<file path="src/rtl/mcps_pkg.sv">
// Shared types and helpers for multi_chan_pulse_sync: channel mode encoding,
// per-mode event detection and elaboration-time parameter legality.
package mcps_pkg;

   typedef enum logic [1:0] {
      MODE_LEVEL  = 2'b00,
      MODE_RISE   = 2'b01,
      MODE_FALL   = 2'b10,
      MODE_TOGGLE = 2'b11
   } mode_e;

   function automatic logic evt_detect(input mode_e m, input logic cur, input logic prev);
      logic evt;
      evt = 1'b0;
      case (m)
         MODE_RISE:   evt = cur & ~prev;
         MODE_FALL:   evt = ~cur & prev;
         MODE_TOGGLE: evt = cur ^ prev;
         default:     evt = 1'b0;
      endcase
      return evt;
   endfunction

   function automatic bit params_ok(input int ch, input int stages, input int cw, input int filt_cyc);
      return (ch >= 1) && (stages >= 2) && (cw >= 1) && (filt_cyc >= 1);
   endfunction

endpackage

</file>
<file path="src/rtl/mcps_chan.sv">
// One channel: STAGES-flop synchronizer, optional glitch filter (MCPS_DEBOUNCE_EN), edge/toggle
// pulse recovery and saturating event counter. Pulse lags capture by STAGES edges; no backpressure.
module mcps_chan
   import mcps_pkg::*;
#(
   parameter int STAGES = 2,
   parameter int CW     = 8
`ifdef MCPS_DEBOUNCE_EN
   ,
   parameter int FILT_CYC = 3
`endif
) (
   input  logic          clk,
   input  logic          rst_n,
   input  logic          async_in,
   input  logic [1:0]    mode,
   input  logic          cnt_clr,
   output logic          sync_out,
   output logic          pulse_out,
   output logic [CW-1:0] evt_cnt,
   output logic          ovf
);

   logic [STAGES-1:0] sync_ff;
   logic              level;
   logic              sync_d;

   // Pure flop chain: nothing may sit between these stages.
   always_ff @(posedge clk or negedge rst_n) begin
      if (!rst_n) begin
         sync_ff <= '0;
      end else begin
         sync_ff <= {sync_ff[STAGES-2:0], async_in};
      end
   end

   assign level = sync_ff[STAGES-1];

`ifdef MCPS_DEBOUNCE_EN
   localparam int FW = $clog2(FILT_CYC + 1);

   logic [FW-1:0] filt_cnt;
   logic          filt_q;

   // Level must disagree with the filtered output for FILT_CYC consecutive edges before it is adopted.
   always_ff @(posedge clk or negedge rst_n) begin
      if (!rst_n) begin
         filt_cnt <= '0;
         filt_q   <= 1'b0;
      end else if (level == filt_q) begin
         filt_cnt <= '0;
      end else if (filt_cnt == FW'(FILT_CYC - 1)) begin
         filt_cnt <= '0;
         filt_q   <= level;
      end else begin
         filt_cnt <= filt_cnt + 1'b1;
      end
   end

   assign sync_out = filt_q;
`else
   assign sync_out = level;
`endif

   // sync_d tracks regardless of mode, so switching mode cannot fabricate an edge.
   always_ff @(posedge clk or negedge rst_n) begin
      if (!rst_n) begin
         sync_d    <= 1'b0;
         pulse_out <= 1'b0;
      end else begin
         sync_d    <= sync_out;
         pulse_out <= evt_detect(mode_e'(mode), sync_out, sync_d);
      end
   end

   always_ff @(posedge clk or negedge rst_n) begin
      if (!rst_n) begin
         evt_cnt <= '0;
         ovf     <= 1'b0;
      end else if (cnt_clr) begin
         evt_cnt <= CW'(pulse_out);
         ovf     <= 1'b0;
      end else if (pulse_out) begin
         if (evt_cnt == {CW{1'b1}}) begin
            ovf <= 1'b1;
         end else begin
            evt_cnt <= evt_cnt + 1'b1;
         end
      end
   end

endmodule

</file>
<file path="src/rtl/multi_chan_pulse_sync.sv">
// CH independent async-input synchronizers with pulse recovery and event counters; glitch filter
// under MCPS_DEBOUNCE_EN. Pulse STAGES edges after capture (+FILT_CYC when filtered); no backpressure.
module multi_chan_pulse_sync
   import mcps_pkg::*;
#(
   parameter int CH       = 4,
   parameter int STAGES   = 2,
   parameter int CW       = 8,
   parameter int FILT_CYC = 3
) (
   input  logic             clk,
   input  logic             rst_n,
   input  logic [CH-1:0]    async_in,
   input  logic [2*CH-1:0]  mode,
   input  logic [CH-1:0]    cnt_clr,
   output logic [CH-1:0]    sync_out,
   output logic [CH-1:0]    pulse_out,
   output logic [CH*CW-1:0] evt_cnt,
   output logic [CH-1:0]    ovf
);

   if (!params_ok(CH, STAGES, CW, FILT_CYC)) begin : g_bad_params
      $error("multi_chan_pulse_sync: illegal parameter set");
   end

   for (genvar i = 0; i < CH; i++) begin : g_chan
      mcps_chan #(
         .STAGES   (STAGES),
         .CW       (CW)
`ifdef MCPS_DEBOUNCE_EN
         ,
         .FILT_CYC (FILT_CYC)
`endif
      ) u_chan (
         .clk       (clk),
         .rst_n     (rst_n),
         .async_in  (async_in[i]),
         .mode      (mode[2*i +: 2]),
         .cnt_clr   (cnt_clr[i]),
         .sync_out  (sync_out[i]),
         .pulse_out (pulse_out[i]),
         .evt_cnt   (evt_cnt[CW*i +: CW]),
         .ovf       (ovf[i])
      );
   end

endmodule

</file>
<file path="config.mk">
export PLATFORM = sky130hd
export DESIGN_NAME = multi_chan_pulse_sync
export DESIGN_NICKNAME = d
export VERILOG_FILES = /design/src/rtl/mcps_pkg.sv /design/src/rtl/mcps_chan.sv /design/src/rtl/multi_chan_pulse_sync.sv
export SDC_FILE = /design/constraint.sdc
export NUM_CORES = 1
export LEC_CHECK = 0
export CORE_MARGIN = 4
export CORE_UTILIZATION = 54
export CTS_CLUSTER_SIZE = 28
export DETAILED_ROUTE_END_ITERATION = 10
export PLACE_DENSITY_LB_ADDON = 0.08
export REMOVE_ABC_BUFFERS = 1
export SLEW_MARGIN = 10
export SYNTH_ARGS = -nofsm -noshare
export SYNTH_HDL_FRONTEND = slang
export SYNTH_HIERARCHICAL = 1
export SYNTH_SLANG_ARGS = --single-unit
</file>
<file path="constraint.sdc">
create_clock -name clk -period 4.2 [get_ports clk]
set_input_delay 0.63 -clock clk [delete_from_list [all_inputs] [get_ports clk]]
set_output_delay 0.63 -clock clk [all_outputs]
set_load 0.01 [all_outputs]
</file>
# --- After elaboration in Yosys (flattened, before gate mapping) ---
# Index checks and enable logic that the tools add are counted.
word_totals:
  regBits: 52
  latch_bits: 0
  ram_bits: 0
  mem_bits_ro: 0
  output_inout_bits: 44
  wordCells: 108
  n_memories: 0
classes:
  addsub: 4
  multipliers: 0
  n_div: 0
  magnitude_cmp: 0
  eq_ne: 20
  n_shift: 0
  n_mux: 28
  n_bitwise: 20
  n_reduce_logical: 16
ops:
  columns: ["cell", "n"]
  rows:
  - ["8-bit 2-to-1 mux", 12]
  - ["8-bit by 1-bit adder with 8-bit output, second input constant", 4]
  - ["8-bit == test, second input constant", 4]
  - ["2-bit == test, second input constant", 8]
  - ["2-bit AND reduction", 8]
  - ["2-bit nonzero test", 8]
  - ["1-bit 2-to-1 mux", 12]
  - ["1-bit one-hot mux with 3 select lines", 4]
  - ["1-bit bitwise AND", 8]
  - ["2-bit by 1-bit == test with 1-bit output, second input constant", 4]
  - ["2-bit != test, second input constant", 4]
  - ["1-bit inverter", 8]
  - ["1-bit XOR", 4]

# --- Logic depth before layout (Yosys ltp) ---
logic_depth:
  depth_word: 4
  depth_mapped: 5

# --- Modules after synthesis ---
# Netlist, hierarchy kept.
modules_own_cells:
  columns: ["mod", "instances", "cells_each", "area_per_inst_um2"]
  rows:
  - ["mcps_chan at g_chan[0].u_chan ...", 3, 64, 685.7]
  - ["mcps_chan at g_chan[1].u_chan", 1, 66, 681.9]

# --- Worst setup path after synthesis ---
# No wires, ideal clock.
synth_path:
  path_type: "flip-flop to flip-flop"
  start: "register g_chan[0].u_chan.evt_cnt[0]"
  end: "register g_chan[0].u_chan.evt_cnt[5]"
  setup_time_ns: 0.125
  t_arrival_ns: 1.457
  required_ns: 4.075
  setup_slack_ns: 2.618
  path_stages_with_launch: 5
  path_buffers: 0
  synth_period_minus_slack_ns: 1.582
  path_cell_list: "dfrtp_1 > ha_1 > and3_2 > a211oi_2 > mux2_4"
synth_via:
  elab_chain_len: 4
synth_rtl:
  columns: ["element", "line_no", "rtl"]
  rows:
  - ["start: declaration", "mcps_chan.sv:20", "output logic [CW-1:0] evt_cnt,"]
  - ["start signal: assignment", "mcps_chan.sv:81", "evt_cnt <= CW'(pulse_out);"]
  - ["start signal: assignment", "mcps_chan.sv:87", "evt_cnt <= evt_cnt + 1'b1;"]
  - ["8-bit by 1-bit adder with 8-bit output", "mcps_chan.sv:87", null]
  - ["8-bit 2-to-1 mux", "mcps_chan.sv:84", "if (evt_cnt == {CW{1'b1}}) begin"]
  - ["8-bit 2-to-1 mux", "mcps_chan.sv:83", "end else if (pulse_out) begin"]
  - ["8-bit 2-to-1 mux", "mcps_chan.sv:80", "end else if (cnt_clr) begin"]
# Several ways; a longest one is shown, not always the timed one. The select of a mux whose other input is x is not followed.
# A chain may end at the register's enable or synchronous reset.

# --- Worst setup path after layout ---
layout_path:
  start: "register g_chan[0].u_chan.evt_cnt[3]"
  end: "output evt_cnt[3]"
layout_rtl:
  columns: ["element", "line_no", "rtl"]
  rows:
  - ["end: declaration", "multi_chan_pulse_sync.sv:18", "output logic [CH*CW-1:0] evt_cnt,"]
# No word-level cell between the ends.

==> run summary <==
total length of routed wires - 5530 um
nets - 349
highest ir drop seen on vdd - 0.222 mV
largest buffer count on any clock path - 2
total power consumption of the routed design - 0.941 mW
Crit path max-delay family - buffers and inverters
Diodes inserted - 0
Tcrit/Tclk final - 48.0%
result of the run - finished, final reports clean
sequential fraction of the synthesis area - 47.5%
count of endpoints failing setup in the final report - 0
instance count after placement with tap cells included - 379
post-CTS setup buffer count - 0
setup TNS - 0 ns
Final Hold Violating Endpoints - 0
Data arrival, critical path - 1.39 ns
die span in y - 79.2 um
synthesis warning total - 6
Worst Setup SP - g_chan[0].u_chan/evt_cnt[3]
number of standard cells after synthesis - 258
maximum number of pins on one net before global-route repair - 53
RR Endpoint - g_chan[0].u_chan/evt_cnt[5]
full die area - 0.00628 sq mm
type of the setup path with the least slack - flop to output pin
Bufs and invs on worst path - 1
global-route wire length before repair - 9320 um
sum of net half-perimeters after detailed placement - 4000 um
Antenna Violating Nets Remaining - 0
mean number of vias per cell - 5.59
number of standard-cell rows in the floorplan - 25
Area growth, synth to finish - 26.1%
post_cts resized - 0
nature of the critical path startpoint - flop
max-cap viol count - 0
capture point of the critical path - evt_cnt[3]
largest fanout on the critical path - 9
endpoint class of the critical path - output pin
clock tree from TritonCTS - yes
die width - 79.2 um
switching power as a share of total power - 24.9%
antenna violations before repair - 0
share of cells above drive strength 1 - 9.40%
skew final - 0.00827 ns
maximum achievable frequency - 496 MHz
Unique masters post-synth - 34
FF+latch area - 0.00130 sq mm
path type of the worst min-delay path - flop to flop
cell area power density - 272 mW/mm^2
master of the slowest instance on the critical path - clkdlybuf4s50_1
depth of the CTS H-tree - 2
root buffer cell - clkbuf_8
FF-to-FF path depth - 4
Post-route DRC - 0
critical path data required time - 3.57 ns
Critical Path Max Stage Delay - 0.59 ns
fillcell total - 390
fraction of registers with async set or reset after synthesis - 100%
total area of multi-input combinational cells - 0.00132 sq mm
count of buffers inserted at the top-level ports - 61
shortest clock period the worst path allows after layout - 2.02 ns
transition time at the pin with the least slew margin - 0.654 ns
cell chain of the critical path - clkdlybuf4s50_1
final cell count without fillers - 386
hold bufs inserted after CTS - 0
max-slew violation count - 0
final routed wire length divided by cell count - 14.3 um
R2R setup slack - 2.52 ns
core area - 0.00482 sq mm
flip-flop and latch count after synthesis - 52
Logic pwr share - 14.3%
sinks on the clock net - 52
post-CTS clock slew at the launch and capture registers of the worst setup and hold paths - 0.08 ns
P_int - 0.707 mW
number of enable flip-flop cells after synthesis - 0
detailed router's first-iteration violation count - 83
overflow left after global routing - 0
power share of the sequential group - 58.0%
starting density of the core - 56.9%
global-route usage over all layers - 18.5%
proportion of power drawn by the clock network - 27.7%
netlist area before placement - 0.00274 sq mm
top flip-flop cell by instance count after synthesis - dfrtp_1
first-pass iteration count of the detailed router - 4
# IOs - 62
clk_lat worst skew - 0.30 ns
total clock buffers created by CTS - 5
Via Count - 2158
launch instance of the worst register-to-register path - g_chan[0].u_chan/evt_cnt[1]
sw power - 0.234 mW
average footprint of a synthesized cell - 10.6 sq um
weighted congestion reported at the end of routability-driven placement - 0.802
vias in the first global route - 2093
total stage count of the critical path - 1
unrepaired setup endpoints after global routing - no
standby leakage power - 1.42 nW
normalized max-slew margin - 56.4%
## worst min path at each step
stage	from	endpoint	cells past startpoint
final	g_chan[0].u_chan/sync_ff[0]	g_chan[0].u_chan/sync_ff[1]	0
after global routing	g_chan[3].u_chan/sync_ff[0]	g_chan[3].u_chan/sync_ff[1]	0
after floorplan	rst_n	g_chan[0].u_chan/evt_cnt[0]	0
after detailed placement	g_chan[3].u_chan/sync_ff[0]	g_chan[3].u_chan/sync_ff[1]	0
after CTS	g_chan[0].u_chan/sync_ff[0]	g_chan[0].u_chan/sync_ff[1]	0
after global placement	g_chan[1].u_chan/sync_ff[0]	g_chan[1].u_chan/sync_ff[1]	0
## per-layer routing
metal / global-route usage (%) / vias up / part of all wire [%] / wire length, um
met5: 0 / - / 0 / 0
met4: 6.19 / 0 / 0.25 / 14
met3: 3.74 / 2 / 5.1 / 281
met2: 32.3 / 56 / 49 / 2700
met1: 22.9 / 1028 / 46 / 2530
li1: - / 1072 / - / -
## sequential cells by signal, indices dropped and copies added, names as in the netlist
| signal | flops |
|---|---|
| g_chan.u_chan/evt_cnt | 32 |
| g_chan.u_chan/sync_d | 4 |
| g_chan.u_chan/ovf | 4 |
| g_chan.u_chan/pulse_out | 4 |
| g_chan.u_chan/sync_ff | 8 |
## through the flow
step                      cell area, sq um  hold WS, ns  util (%)  setup slack [ns]
after floorplan                       2680        0.331         -              2.62
after global placement                3380        0.333      70.1              2.34
after detailed placement              3380        0.338      70.1              2.31
after CTS                             3450        0.355      71.7              2.18
after global routing                  3450        0.359      71.7              2.09
final                                 3450        0.354      71.7              2.18
## cell type report
| class | count | share of cell area [%] |
|---|---|---|
| Timing Repair Buffer | 62 | 17.8 |
| Inverter | 16 | 1.74 |
| Multi-Input combinational cell | 182 | 38.2 |
| Sequential cell | 52 | 37.7 |
| Tap cell | 67 | 2.43 |
| Clock inverter | 1 | 0.145 |
| Clock buffer | 6 | 2.10 |
## Yosys cell counts (all sizes together) (5+ instances only)
library cell,instances,area (sq um)
and3,9,60.1
nand4,7,43.8
a211oi,8,75.1
o211ai,7,52.6
mux2,7,101
a21oi,17,96.4
nor2,12,45.0
nor3,12,60.1
nor2b,10,62.6
nand2b,9,56.3
nand2,17,63.8
ha,12,150
dfrtp,52,1300
nand3,11,55.1
o21ai,8,40.0
inv,16,60.1
and4,5,43.8
## placed cells by master (no fill, tap or decap), types with 5 or more instances in the layout
cell             instances
and3_1                   6
and4_1                   5
o211ai_1                 7
clkbuf_8                 5
nand2b_1                 9
nor2b_1                 10
dfrtp_1                 52
nand3_1                 11
o21ai_0                  8
nor3_1                  12
ha_1                    12
a211oi_1                 5
nand4_1                  7
a21oi_1                 14
inv_1                   16
mux2_4                   6
clkdlybuf4s50_1         60
nand2_1                 17
nor2_1                  12
## logic make-up after synthesis
group | after synthesis | synth area share (%)
and+or+nand+nor | 99 | 20.0
muxes | 11 | 5.16
DFF | 52 | 47.5
buffers and inverters | 24 | 4.39
adders and majority gates | 12 | 5.48
AOI/OAI and AO/OA | 60 | 17.5
## power by group through the flow
stage          Combinational (mW)  Sequential, mW  Clock, mW
2_1_floorplan              0.0497           0.560          0
3_3_place_gp                0.134           0.555          0
3_5_place_dp                0.137           0.556          0
4_1_cts                     0.137           0.546      0.273
5_1_grt                     0.150           0.550      0.297
6_report                    0.135           0.546      0.260
Note: power is estimated with default switching activity, not from simulation.
